==> config.mk <==
export PLATFORM = sky130hd
export DESIGN_NAME = pipe_stage_skid_reg_flat
export DESIGN_NICKNAME = d
export VERILOG_FILES = /design/src/rtl/pipe_pkg.sv /design/src/rtl/pipe_stage_skid_reg_if.sv /design/src/rtl/sat_counter.sv /design/src/rtl/pipe_stage_skid_reg.sv /design/src/flat_wrapper.sv
export SDC_FILE = /design/constraint.sdc
export NUM_CORES = 1
export LEC_CHECK = 0
export ABC_AREA = 1
export ABC_CLOCK_PERIOD_IN_PS = 13300
export CAP_MARGIN = 20
export CORE_MARGIN = 2
export CORE_UTILIZATION = 35
export DETAILED_ROUTE_END_ITERATION = 8
export PLACE_DENSITY = 0.68
export SLEW_MARGIN = 25
export SYNTH_ARGS = -nofsm -noshare
export SYNTH_HDL_FRONTEND = slang
export SYNTH_SLANG_ARGS = --single-unit
==> constraint.sdc <==
create_clock -name clk -period 13.3 [get_ports clk]
set_input_delay 1.33 -clock clk [delete_from_list [all_inputs] [get_ports clk]]
set_output_delay 1.33 -clock clk [all_outputs]
set_load 0.02 [all_outputs]
==> src/rtl/pipe_pkg.sv <==
// Shared definitions for the generic pipeline-stage register: occupancy
// encoding, default control-bit positions and the default kill mask.
package pipe_pkg;

  typedef enum logic [1:0] {
    ST_EMPTY = 2'd0,
    ST_FULL  = 2'd1,
    ST_SKID  = 2'd2
  } pipe_state_e;

  localparam int CTRL_REGWRITE = 0;
  localparam int CTRL_MEMWRITE = 1;
  localparam int CTRL_MEMTOREG = 4;

  localparam logic [7:0] DEFAULT_KILL_MASK = 8'h0F;

endpackage

==> src/rtl/pipe_stage_skid_reg_if.sv <==
// Upstream/downstream valid-ready handshake bundle of one pipeline stage.
interface pipe_stage_skid_reg_if #(
  parameter int DATA_W = 96,
  parameter int CTRL_W = 8,
  parameter int ADDR_W = 5
);
  logic              in_valid;
  logic              in_ready;
  logic [DATA_W-1:0] in_data;
  logic [CTRL_W-1:0] in_ctrl;
  logic [ADDR_W-1:0] in_addr;
  logic              out_valid;
  logic              out_ready;
  logic [DATA_W-1:0] out_data;
  logic [CTRL_W-1:0] out_ctrl;
  logic [ADDR_W-1:0] out_addr;

  modport master (
    output in_valid, in_data, in_ctrl, in_addr, out_ready,
    input  in_ready, out_valid, out_data, out_ctrl, out_addr
  );

  modport slave (
    input  in_valid, in_data, in_ctrl, in_addr, out_ready,
    output in_ready, out_valid, out_data, out_ctrl, out_addr
  );
endinterface

==> src/rtl/sat_counter.sv <==
// Saturating event counter with synchronous clear (clear wins over increment).
module sat_counter #(
  parameter int W = 16
) (
  input  logic         clk,
  input  logic         reset,
  input  logic         inc,
  input  logic         clr,
  output logic [W-1:0] cnt
);

  function automatic logic [W-1:0] sat_inc(input logic [W-1:0] v);
    return (v == {W{1'b1}}) ? v : v + 1'b1;
  endfunction

  always_ff @(posedge clk or posedge reset) begin
    if (reset) begin
      cnt <= '0;
    end else if (clr) begin
      cnt <= '0;
    end else if (inc) begin
      cnt <= sat_inc(cnt);
    end
  end

endmodule

==> src/rtl/pipe_stage_skid_reg.sv <==
// Pipeline-stage register with a one-deep skid entry, flush, kill-masked
// control bits and a saturating back-pressure counter.
module pipe_stage_skid_reg
  import pipe_pkg::*;
#(
  parameter int                DATA_W    = 96,
  parameter int                CTRL_W    = 8,
  parameter logic [CTRL_W-1:0] KILL_MASK = DEFAULT_KILL_MASK,
  parameter int                ADDR_W    = 5,
  parameter int                CNT_W     = 16
) (
  input  logic                  clk,
  input  logic                  reset,
  input  logic                  flush,
  input  logic                  stall_clr,
  output logic [CNT_W-1:0]      stall_cnt,
  pipe_stage_skid_reg_if.slave  bus
);

  pipe_state_e       state_q, state_d;
  logic              in_fire, out_fire;
  logic              ld_main_in, ld_main_skid, ld_skid, kill_main;

  logic [DATA_W-1:0] main_data_p1, skid_data_p2;
  logic [CTRL_W-1:0] main_ctrl_p1, skid_ctrl_p2;
  logic [ADDR_W-1:0] main_addr_p1, skid_addr_p2;

  // Handshake outputs depend on the state register only.
  assign bus.in_ready  = (state_q != ST_SKID);
  assign bus.out_valid = (state_q != ST_EMPTY);
  assign in_fire       = bus.in_valid & bus.in_ready;
  assign out_fire      = bus.out_valid & bus.out_ready;

  always_ff @(posedge clk or posedge reset) begin
    if (reset) state_q <= ST_EMPTY;
    else       state_q <= state_d;
  end

  always_comb begin
    state_d      = state_q;
    ld_main_in   = 1'b0;
    ld_main_skid = 1'b0;
    ld_skid      = 1'b0;
    kill_main    = 1'b0;
    if (flush) begin
      state_d   = ST_EMPTY;
      kill_main = 1'b1;
    end else begin
      unique case (state_q)
        ST_EMPTY: if (in_fire) begin
          state_d    = ST_FULL;
          ld_main_in = 1'b1;
        end
        ST_FULL: begin
          if (in_fire && out_fire) begin
            ld_main_in = 1'b1;
          end else if (in_fire) begin
            state_d = ST_SKID;
            ld_skid = 1'b1;
          end else if (out_fire) begin
            state_d   = ST_EMPTY;
            kill_main = 1'b1;
          end
        end
        ST_SKID: if (out_fire) begin
          state_d      = ST_FULL;
          ld_main_skid = 1'b1;
        end
        default: state_d = ST_EMPTY;
      endcase
    end
  end

  // ---- p1: main entry driving the outputs ----
  always_ff @(posedge clk or posedge reset) begin
    if (reset) begin
      main_data_p1 <= '0;
      main_ctrl_p1 <= '0;
      main_addr_p1 <= '0;
    end else if (ld_main_in) begin
      main_data_p1 <= bus.in_data;
      main_ctrl_p1 <= bus.in_ctrl;
      main_addr_p1 <= bus.in_addr;
    end else if (ld_main_skid) begin
      main_data_p1 <= skid_data_p2;
      main_ctrl_p1 <= skid_ctrl_p2;
      main_addr_p1 <= skid_addr_p2;
    end else if (kill_main) begin
      main_ctrl_p1 <= main_ctrl_p1 & ~KILL_MASK;
    end
  end

  // ---- p2: skid entry, filled only while the output is stalled ----
  always_ff @(posedge clk or posedge reset) begin
    if (reset) begin
      skid_data_p2 <= '0;
      skid_ctrl_p2 <= '0;
      skid_addr_p2 <= '0;
    end else if (ld_skid) begin
      skid_data_p2 <= bus.in_data;
      skid_ctrl_p2 <= bus.in_ctrl;
      skid_addr_p2 <= bus.in_addr;
    end else if (flush) begin
      skid_ctrl_p2 <= skid_ctrl_p2 & ~KILL_MASK;
    end
  end

  assign bus.out_data = main_data_p1;
  assign bus.out_addr = main_addr_p1;
  assign bus.out_ctrl = bus.out_valid ? main_ctrl_p1 : (main_ctrl_p1 & ~KILL_MASK);

  sat_counter #(.W(CNT_W)) u_stall_cnt (
    .clk   (clk),
    .reset (reset),
    .inc   (bus.out_valid & ~bus.out_ready),
    .clr   (stall_clr),
    .cnt   (stall_cnt)
  );

endmodule

==> src/flat_wrapper.sv <==
// flat-port wrapper written by rule: the top's interface ports become plain ports
module pipe_stage_skid_reg_flat import pipe_pkg::*;
#(
  parameter int                DATA_W    = 96,
  parameter int                CTRL_W    = 8,
  parameter logic [CTRL_W-1:0] KILL_MASK = DEFAULT_KILL_MASK,
  parameter int                ADDR_W    = 5,
  parameter int                CNT_W     = 16
)
  (clk, reset, flush, stall_clr, stall_cnt, bus_in_valid, bus_in_data, bus_in_ctrl, bus_in_addr, bus_out_ready, bus_in_ready, bus_out_valid, bus_out_data, bus_out_ctrl, bus_out_addr);
  pipe_stage_skid_reg_if #(.DATA_W(DATA_W), .CTRL_W(CTRL_W), .ADDR_W(ADDR_W)) bus_i ();
  input  logic clk;
  input  logic reset;
  input  logic flush;
  input  logic stall_clr;
  output logic [CNT_W-1:0] stall_cnt;
  input wire logic [$bits(bus_i.in_valid)-1:0] bus_in_valid;
  input wire logic [$bits(bus_i.in_data)-1:0] bus_in_data;
  input wire logic [$bits(bus_i.in_ctrl)-1:0] bus_in_ctrl;
  input wire logic [$bits(bus_i.in_addr)-1:0] bus_in_addr;
  input wire logic [$bits(bus_i.out_ready)-1:0] bus_out_ready;
  output wire logic [$bits(bus_i.in_ready)-1:0] bus_in_ready;
  output wire logic [$bits(bus_i.out_valid)-1:0] bus_out_valid;
  output wire logic [$bits(bus_i.out_data)-1:0] bus_out_data;
  output wire logic [$bits(bus_i.out_ctrl)-1:0] bus_out_ctrl;
  output wire logic [$bits(bus_i.out_addr)-1:0] bus_out_addr;
  assign bus_i.in_valid = bus_in_valid;
  assign bus_i.in_data = bus_in_data;
  assign bus_i.in_ctrl = bus_in_ctrl;
  assign bus_i.in_addr = bus_in_addr;
  assign bus_i.out_ready = bus_out_ready;
  assign bus_in_ready = bus_i.in_ready;
  assign bus_out_valid = bus_i.out_valid;
  assign bus_out_data = bus_i.out_data;
  assign bus_out_ctrl = bus_i.out_ctrl;
  assign bus_out_addr = bus_i.out_addr;
  pipe_stage_skid_reg #(.DATA_W(DATA_W), .CTRL_W(CTRL_W), .KILL_MASK(KILL_MASK), .ADDR_W(ADDR_W), .CNT_W(CNT_W)) u_core (.clk(clk), .reset(reset), .flush(flush), .stall_clr(stall_clr), .stall_cnt(stall_cnt), .bus(bus_i));
endmodule
# == Word-level counts from Yosys, hierarchy flattened ==
# Cells that the tools add are included.
# op_classes
mux,34
bitwise,4
n_addsub,1
reduce_logical,9
n_eq_ne,9
# ops
operator,count
$mux 96,2
$mux 16,3
$mux 8,3
$add 16x1->16 const B,1
$eq 16x16->1 const B,1
$mux 1,13
$mux 2,6
$mux 4,3
$mux 5,2
$reduce_bool 2->1,4
$ne 3x2->1 const B,2
$pmux 2 s3,1
$ne 2x2->1 const B,2
$ne 4x2->1 const B,1
$reduce_and 4->1,1
$and 1x1->1,3
$ne 3x3->1 const B,1
$reduce_bool 3->1,1
$eq 2x1->1 const B,1
$eq 2x2->1 const B,1
$logic_not 2->1,1
$pmux 1 s2,1
$reduce_and 2->1,1
$logic_and 1x1->1,1
$not 1->1,1
# totals
regBits,236
wordCells,67

# == Depth between registers and ports, before layout ==
# Gate-level depths: netlist of the first run.
# logic_depth
ltp_word,10
ltp_mapped,11
ltp_nobuf,9

# == Modules after synthesis ==
# From an unflattened synthesis of the first run, not the netlist that was laid out.
# unflattened
hier_cells,1198
area_unflattened_um2,10366.2
# by_module_without_submodules
mod,area_per_inst_um2,cells_per_inst,seq_area_each_um2,instances
pipe_stage_skid_reg,9307.7,1041,5505.3,1
sat_counter,1058.5,157,400.4,1

# == Worst setup path before layout of the first run ==
# OpenSTA, ideal clock, no wires.
# synth_path
path_type,input-to-reg
from,input port flush
to,register u_core.main_data_p1[43] (netlist: u_core.bus.out_data[43])
stages,10
required_ns,13.165
t_arrival_ns,2.183
path_slack_ns,10.983
cell_sequence,inv_2 > nand2_1 > a21oi_2 > nand2_4 > nand2_4 > inv_2 > buf_12 > buf_6 > nand2_1 > o211ai_1
# synth_between
elab_chain_cells,2
# synth_rtl
element,line,text
start: declaration,flat_wrapper.sv:14,input logic flush;
$mux 1,pipe_stage_skid_reg.sv:45,if (flush) begin
$mux 96 or $reduce_bool 2->1 (tied branches),n/a,
end signal: assignment,pipe_stage_skid_reg.sv:81,main_data_p1 <= bus.in_data;
end signal: assignment,pipe_stage_skid_reg.sv:85,main_data_p1 <= skid_data_p2;
end: declaration,pipe_stage_skid_reg.sv:24,"logic [DATA_W-1:0] main_data_p1, skid_data_p2;"
# Parallel ways exist; a longest one is shown, timed or not.
# A chain may end at the register's enable or synchronous reset.

# == Final worst setup path of the first run ==
# layout_path
from,input port flush
to,register u_core.main_data_p1[61] (netlist: u_core.bus.out_data[61])
# Same word-level chain as after synthesis.

==> results of run 1 <==
==> cells by family after synthesis <==
group / Yosys count / share of synthesized area, %
AO/OA/AOI/OAI: 230 / 14.2
adder cells (fa/ha/maj): 1 / 0.123
buffers and inverters: 200 / 9.11
AND/OR/NAND/NOR: 453 / 18.2
XOR/XNOR: 5 / 0.430
flip-flops: 236 / 57.9
==> routing by layer <==
layer | GRT usage [%] | vias to the layer above | part of all wire [%]
met3 | 3.15 | 61 | 5.6
met5 | 0 | - | 0
met4 | 6.56 | 0 | 3.8
met1 | 23.4 | 4066 | 43
li1 | - | 4053 | -
met2 | 29.0 | 258 | 48
==> through the flow <==
step | utilization, % | instances | hold slack, ps | setup WS (ps) | area, um^2
after floorplan | - | 1125 | 449 | 5500 | 10200
after global placement | 44.4 | 1691 | 463 | 9100 | 12700
after detailed placement | 44.4 | 1691 | 470 | 9010 | 12700
after CTS | 47.5 | 1739 | 486 | 9570 | 13600
after global routing | 47.6 | 1740 | 505 | 9360 | 13700
final | 47.6 | 1740 | 481 | 9560 | 13700
==> power by group through the flow <==
stage / combinational, W / sequential, W / clock (W)
after global placement: 0.000543 / 0.00103 / 0
final: 0.000551 / 0.00102 / 0.000760
after CTS: 0.000559 / 0.00102 / 0.000779
after global routing: 0.000607 / 0.00104 / 0.000806
after floorplan: 0.000233 / 0.00109 / 0
after detailed placement: 0.000559 / 0.00103 / 0
==> worst min-delay path by stage <==
stage / from / to / slack (ps) / cells after the start
floorplan: u_core.main_ctrl_p1[0] / u_core.main_ctrl_p1[0] / 450 / 2
global placement: u_core.bus.out_data[37] / u_core.bus.out_data[37] / 460 / 2
detailed placement: u_core.bus.out_data[66] / u_core.bus.out_data[66] / 470 / 2
CTS: u_core.bus.out_data[66] / u_core.bus.out_data[66] / 490 / 2
global route: u_core.bus.out_data[55] / u_core.bus.out_data[55] / 500 / 2
finish: u_core.bus.out_data[66] / u_core.bus.out_data[66] / 480 / 2
==> sequential cells by signal, summed over array words and instances (netlist names) <==
signal                  count
u_core.skid_addr_p2         5
u_core.bus.out_addr         5
u_core.main_ctrl_p1         8
u_core.skid_ctrl_p2         8
u_core.u_stall_cnt.cnt     16
u_core.bus.out_data        96
u_core.state_q              2
u_core.skid_data_p2        96
==> synth_stat cells, types with 2 or more instances <==
library cell    n
dfrtp_1       236
o22ai_1         3
buf_2          24
nor2_2          2
nor2_1         31
inv_2           7
o211ai_1       87
nand3_2         2
inv_1         126
o21bai_1        3
nor2_4          5
nand2_2         7
nand3_1        16
clkbuf_1       17
xor2_1          5
nand2_4         2
o21ai_0        13
o21ai_1       101
buf_6          12
nand2_1       369
a22oi_1        19
buf_4          11
nand4_1        16
==> critical path, cell delays in order <==
cell and delay [ps]:
clkdlybuf4s50_1 610, inv_2 110, nand2_1 100, a21oi_2 50, nand2_4 300, nand2_4 110, clkinv_2 390, buf_4 730
nand2_1 150, o211ai_1 130
==> area by class of cell <==
class | count | share of cell area, %
clock buffers | 39 | 5.57
diodes | 1 | 0.0183
multi-input cells | 689 | 24.7
well taps | 384 | 3.52
inverters | 134 | 3.76
clock inverters | 9 | 1.11
repair buffers | 248 | 18.1
flip-flops and latches | 236 | 43.3
==> results.md, run 1 <==
* Outcome: complete, no violations
* P_int at between 0.0015 and 0.002 W
* Final Hold Vio Count at 0
* Final Max Tran Viols at 0
* Mapped Area at 10200 um^2
* Cells on worst reg2reg path at 9
* Pwr/cell area at 171 nW/um^2
* ANT nets after route at 0
* Clk Latency, worst-skew pair at 530 ps
* Cell Rows at 62
* WP data arrival at 4170 ps
* Clock network fraction of total power at 32.6%
* DR WL/cell at roughly 15 um
* Post-Synthesis Cells at 1125
* Die X at around 170 um
* Worst setup path start: flush
* Mean Syn Cell Area at 9.06 um^2
* Most common cell after layout, fill and taps aside: nand2_1
* IO Pins at between 200 and 250
* First-pass detailed-route iteration total at 5
* Post-DR vias/cell at 4.85
* Post-CTS Resized at 0
* Tcrit/Tclk final at 28.1%
* DIE HEIGHT at roughly 170 um
* Total Power at approximately 0.0023 W
* TritonCTS clock tree: yes
* Synth unique cells at 34
* Cts-stage hold buffer count at 0
* Synth top area share at 57.9%
* Top area cells in the synthesized netlist: dfrtp_1 (58%), nand2_1 (14%), o211ai_1 (6.4%), o21ai_1 (5.0%), inv_1 (4.6%)
* Port bufs at 241
* Sequential fraction of design power at 43.8%
* Most used DFF post-synth: dfrtp_1
* Setup violations, final at 0
* Core area at 28700 um^2
* Routability Congestion at 0.900
* Register area share after synthesis at 57.9%
* Asr flop ratio synth at 100%
* Crit path launch type: primary input
* Sw power at 0.000691 W
* Initial Util at between 30% and 40%
* Post-Syn Nets at roughly 1200
* Largest net degree at the start of global routing at 113
* Worst EP required at approximately 14000 ps
* Full die area at 30500 um^2
* Final #Nets at about 1500
* Setup crit end kind: flop
* Slew Limit Headroom at a little over a third
* Post-synthesis register bit count at 236
* Drt total wl at 26.8 mm
* # fillers at 2677
* First-pass GRT wire length at roughly 44 mm
* Number of synthesized flops with an enable pin at 0
* Min Tclk post-route at roughly 3700 ps
* Clock buffer count from CTS at 26
* Crit Reg-Reg Startpoint: u_core.state_q[1]
* Initial drt markers at around 700
* RR Endpoint: u_core.bus.out_data[61]
* GRT Resource Usage Total at 17.6%
* Layout cell share with drive strength beyond 1 at under 10%
* WS Path Type: in -> reg
* Multi-input gate area at 3370 um^2
* Dpl hpwl at 17.4 mm
* Vias at 8438
* Max-cap check violation count at 0
* Sum Neg Setup Slack at 0 ps
* Remaining DRCs at 0
* Crit path capture: u_core.bus.out_data[61]
* RSZ-0062 raised after global routing: false
* Worst Path Max Fanout at 73
* Leak at 6.29 nW
* Register Area at 5910 um^2
* Clock Skew at 13.8 ps
* H-Tree Depth at 1
* HP Class: reg -> reg
* # Post-CTS Setup Buffers at 0
* YS warnings at 0
* R2R Setup Slk at 10350 ps
* Clock buffer depth at 3
* Reg clk slew, reported paths at 60 ps
* Most frequent cells in the layout: nand2_1 (369), clkdlybuf4s50_1 (241), dfrtp_1 (236), inv_1 (125), o21ai_1 (101)
* Total grt overflow at 0
* Fmax at 0.268 GHz
* Clock net sink count at approximately 240
* Switching portion of total power at 29.7%
* Worst-Margin Slew at 952 ps
* Largest area contributor in the netlist: dfrtp_1
* Logic pwr share at 23.6%
* Syn-to-layout area delta at 33.9%
* Vias in the first global route at 8453
* VDD IR max at 0.0000974 V
* Antenna violations before repair at 2
* Root Driver: clkbuf_16
Power figures use the tool's default switching activity.
==> run 2, diff against run 1 <==
Settings changed: ABC_CLOCK_PERIOD_IN_PS 13300 to 3400, PLACE_DENSITY 0.68 to 0.7.
Clock period 13.3 ns to 3.4 ns, I/O delays scaled along.
==> run 2 against run 1 <==
  * Routed wire length rose by 1.2%
  * Die area did not move
  * Count of clock-buffer cells in the layout did not move
  * Critical path depth fell by 7
  * Combinational power rose to 4.0 times the previous value
  * Worst hold slack got worse by 170 ps
  * First-iteration DRC count fell by 18%
  * Critical path type is now reg -> out
  * Critical endpoint is now bus_out_ctrl[1]
  * Highest routed layer is now met5
==> results.md, run 2 (same netlist as run 1, synthesis figures left out) <==
* Dpl hpwl at roughly 18 mm
* Cells after DPL at 1698
* Routability Congestion at 0.871
* Crit path launch type: flop
* # Post-CTS Setup Buffers at 0
* Final #Nets at 1458
* Layout cell share with drive strength beyond 1 at 6.54%
* Vias at 8448
* Slew Limit Headroom at a little under half
* H-Tree Depth at 1
* Post-CTS Resized at 0
* Post-DR vias/cell at 4.84
* Initial drt markers at 587
* Clk Latency, worst-skew pair at 530 ps
* Final WS setup at 1110 ps
* Largest net degree at the start of global routing at between 100 and 150
* Clock Skew at 15.1 ps
* WS Path Type: reg -> out
* Crit-path cells: nor2_4 -> nor2_1 -> clkdlybuf4s50_1
* Port bufs at 241
* Clock buffer depth at 3
* Outcome: complete, no violations
* Cts-stage hold buffer count at 0
* VDD IR max at between 0.0003 and 0.0004 V
* Largest stage delay, worst path at ~620 ps
* WP data arrival at 1950 ps
* Setup violations, final at 0
* ANT nets after route at 0
* Clock buffer count from CTS at 26
* Final Hold Vio Count at 0
* Pwr/cell area at 651 nW/um^2
* Reg clk slew, reported paths at ~60 ps
* Slowest CP cell: clkdlybuf4s50_1
* HP Class: in -> async
* Most common cell after layout, fill and taps aside: nand2_1
* Worst path buffer plus inverter count at 1
* Min Tclk post-route at 2290 ps
* First-pass detailed-route iteration total at 5
* Drt total wl at roughly 27 mm
* Worst Path Max Fanout at 9
* Initial Util at between 30% and 40%
* Delay-heaviest family, CP: buffers and inverters
* Full die area at roughly 31000 um^2
* Die X at between 150 and 200 um
* Finished Layout Cells at about 1700
* Setup crit end kind: output port
* RSZ-0062 raised after global routing: false
* Core Util, Final at 48.0%
* Remaining DRCs at 0
* IO Pins at approximately 240
* Root Driver: clkbuf_16
* Most frequent cells in the layout: nand2_1 (369), clkdlybuf4s50_1 (241), dfrtp_1 (236), inv_1 (125), o21ai_1 (101)
* Final Max Tran Viols at 0
* Antenna violations before repair at 3
* First-pass GRT wire length at ~45 mm
* GRT Resource Usage Total at between 10% and 20%
* Total Power at 0.00896 W
* Tcrit/Tclk final at 67.4%
* DR WL/cell at ~16 um
* Leak at between 6 and 7 nW
* # fillers at around 2700
* Clock net sink count at 236
* Pre-CTS WS at 809 ps
* Cell Rows at 62
* Syn-to-layout area delta at 35.0%
* Max-cap check violation count at 0
* Vias in the first global route at between 8000 and 9000
* Worst EP required at 3060 ps
* DIE HEIGHT at 175 um
* Worst-Margin Slew at 802 ps
* Design area at 13800 um^2
* Post-DP Area at 12900 um^2
* Core area at 28700 um^2
* TritonCTS clock tree: yes
* Total grt overflow at 0
* Fmax at 0.437 GHz
==> run 2: area by class of cell <==
cell class	instances	area, um^2	area share, %
clock inverter	8	46.3	0.336
clock buffer	39	821	5.96
timing repair buffer	255	2630	19.1
sequential	236	5910	42.9
multi-input combinational	689	3370	24.5
inverter	134	509	3.70
tap	384	480	3.49
antenna	1	2.50	0.0182
==> run 2: stage by stage <==
| step | setup TNS (ps) | hold WS, ps |
|---|---|---|
| after global routing | 0 | 345 |
| after global placement | 0 | 463 |
| after CTS | 0 | 319 |
| final | 0 | 316 |
| after detailed placement | 0 | 465 |
| after floorplan | -7520 | 449 |
==> run 2: path summary, 6_finish.rpt <==
path	slack [ps]	endpoint	cells past startpoint	from
hold / removal	320	u_core.bus.out_data[5]	2	reset
hold reg to reg	480	u_core.bus.out_data[66]	2	u_core.bus.out_data[66]
min in group clk	380	u_core.skid_data_p2[45]	3	bus_in_data[45]
max in group asynchronous	2270	u_core.bus.out_addr[2]	3	reset
setup / recovery	1110	bus_out_ctrl[1]	3	u_core.state_q[0]
setup reg to reg	1150	u_core.bus.out_data[83]	9	u_core.state_q[1]
==> run 2: metal layers <==
metal / wire length [um] / share of wire, % / up-vias / GRT usage (%)
met5: 27 / 0.099 / - / 0
met4: 653 / 2.4 / 4 / 4.93
met2: 13000 / 48 / 231 / 29.9
met3: 1670 / 6.2 / 45 / 3.76
met1: 11800 / 43 / 4081 / 24.0
li1: - / - / 4087 / -
==> run 2: power breakdown <==
part,leakage [nW],internal [W],total (W),switching [W]
clock network,0.435,0.00166,0.00279,0.00113
logic,2.94,0.00103,0.00218,0.00115
registers,2.98,0.00356,0.00399,0.000437
==> run 2: worst register-to-register path: cells and delay by family, from the launching register on <==
family,cells,cell delay [ps]
AO/OA/AOI/OAI,2,180
flip-flops,1,550
buffers and inverters,3,670
AND/OR/NAND/NOR,4,770
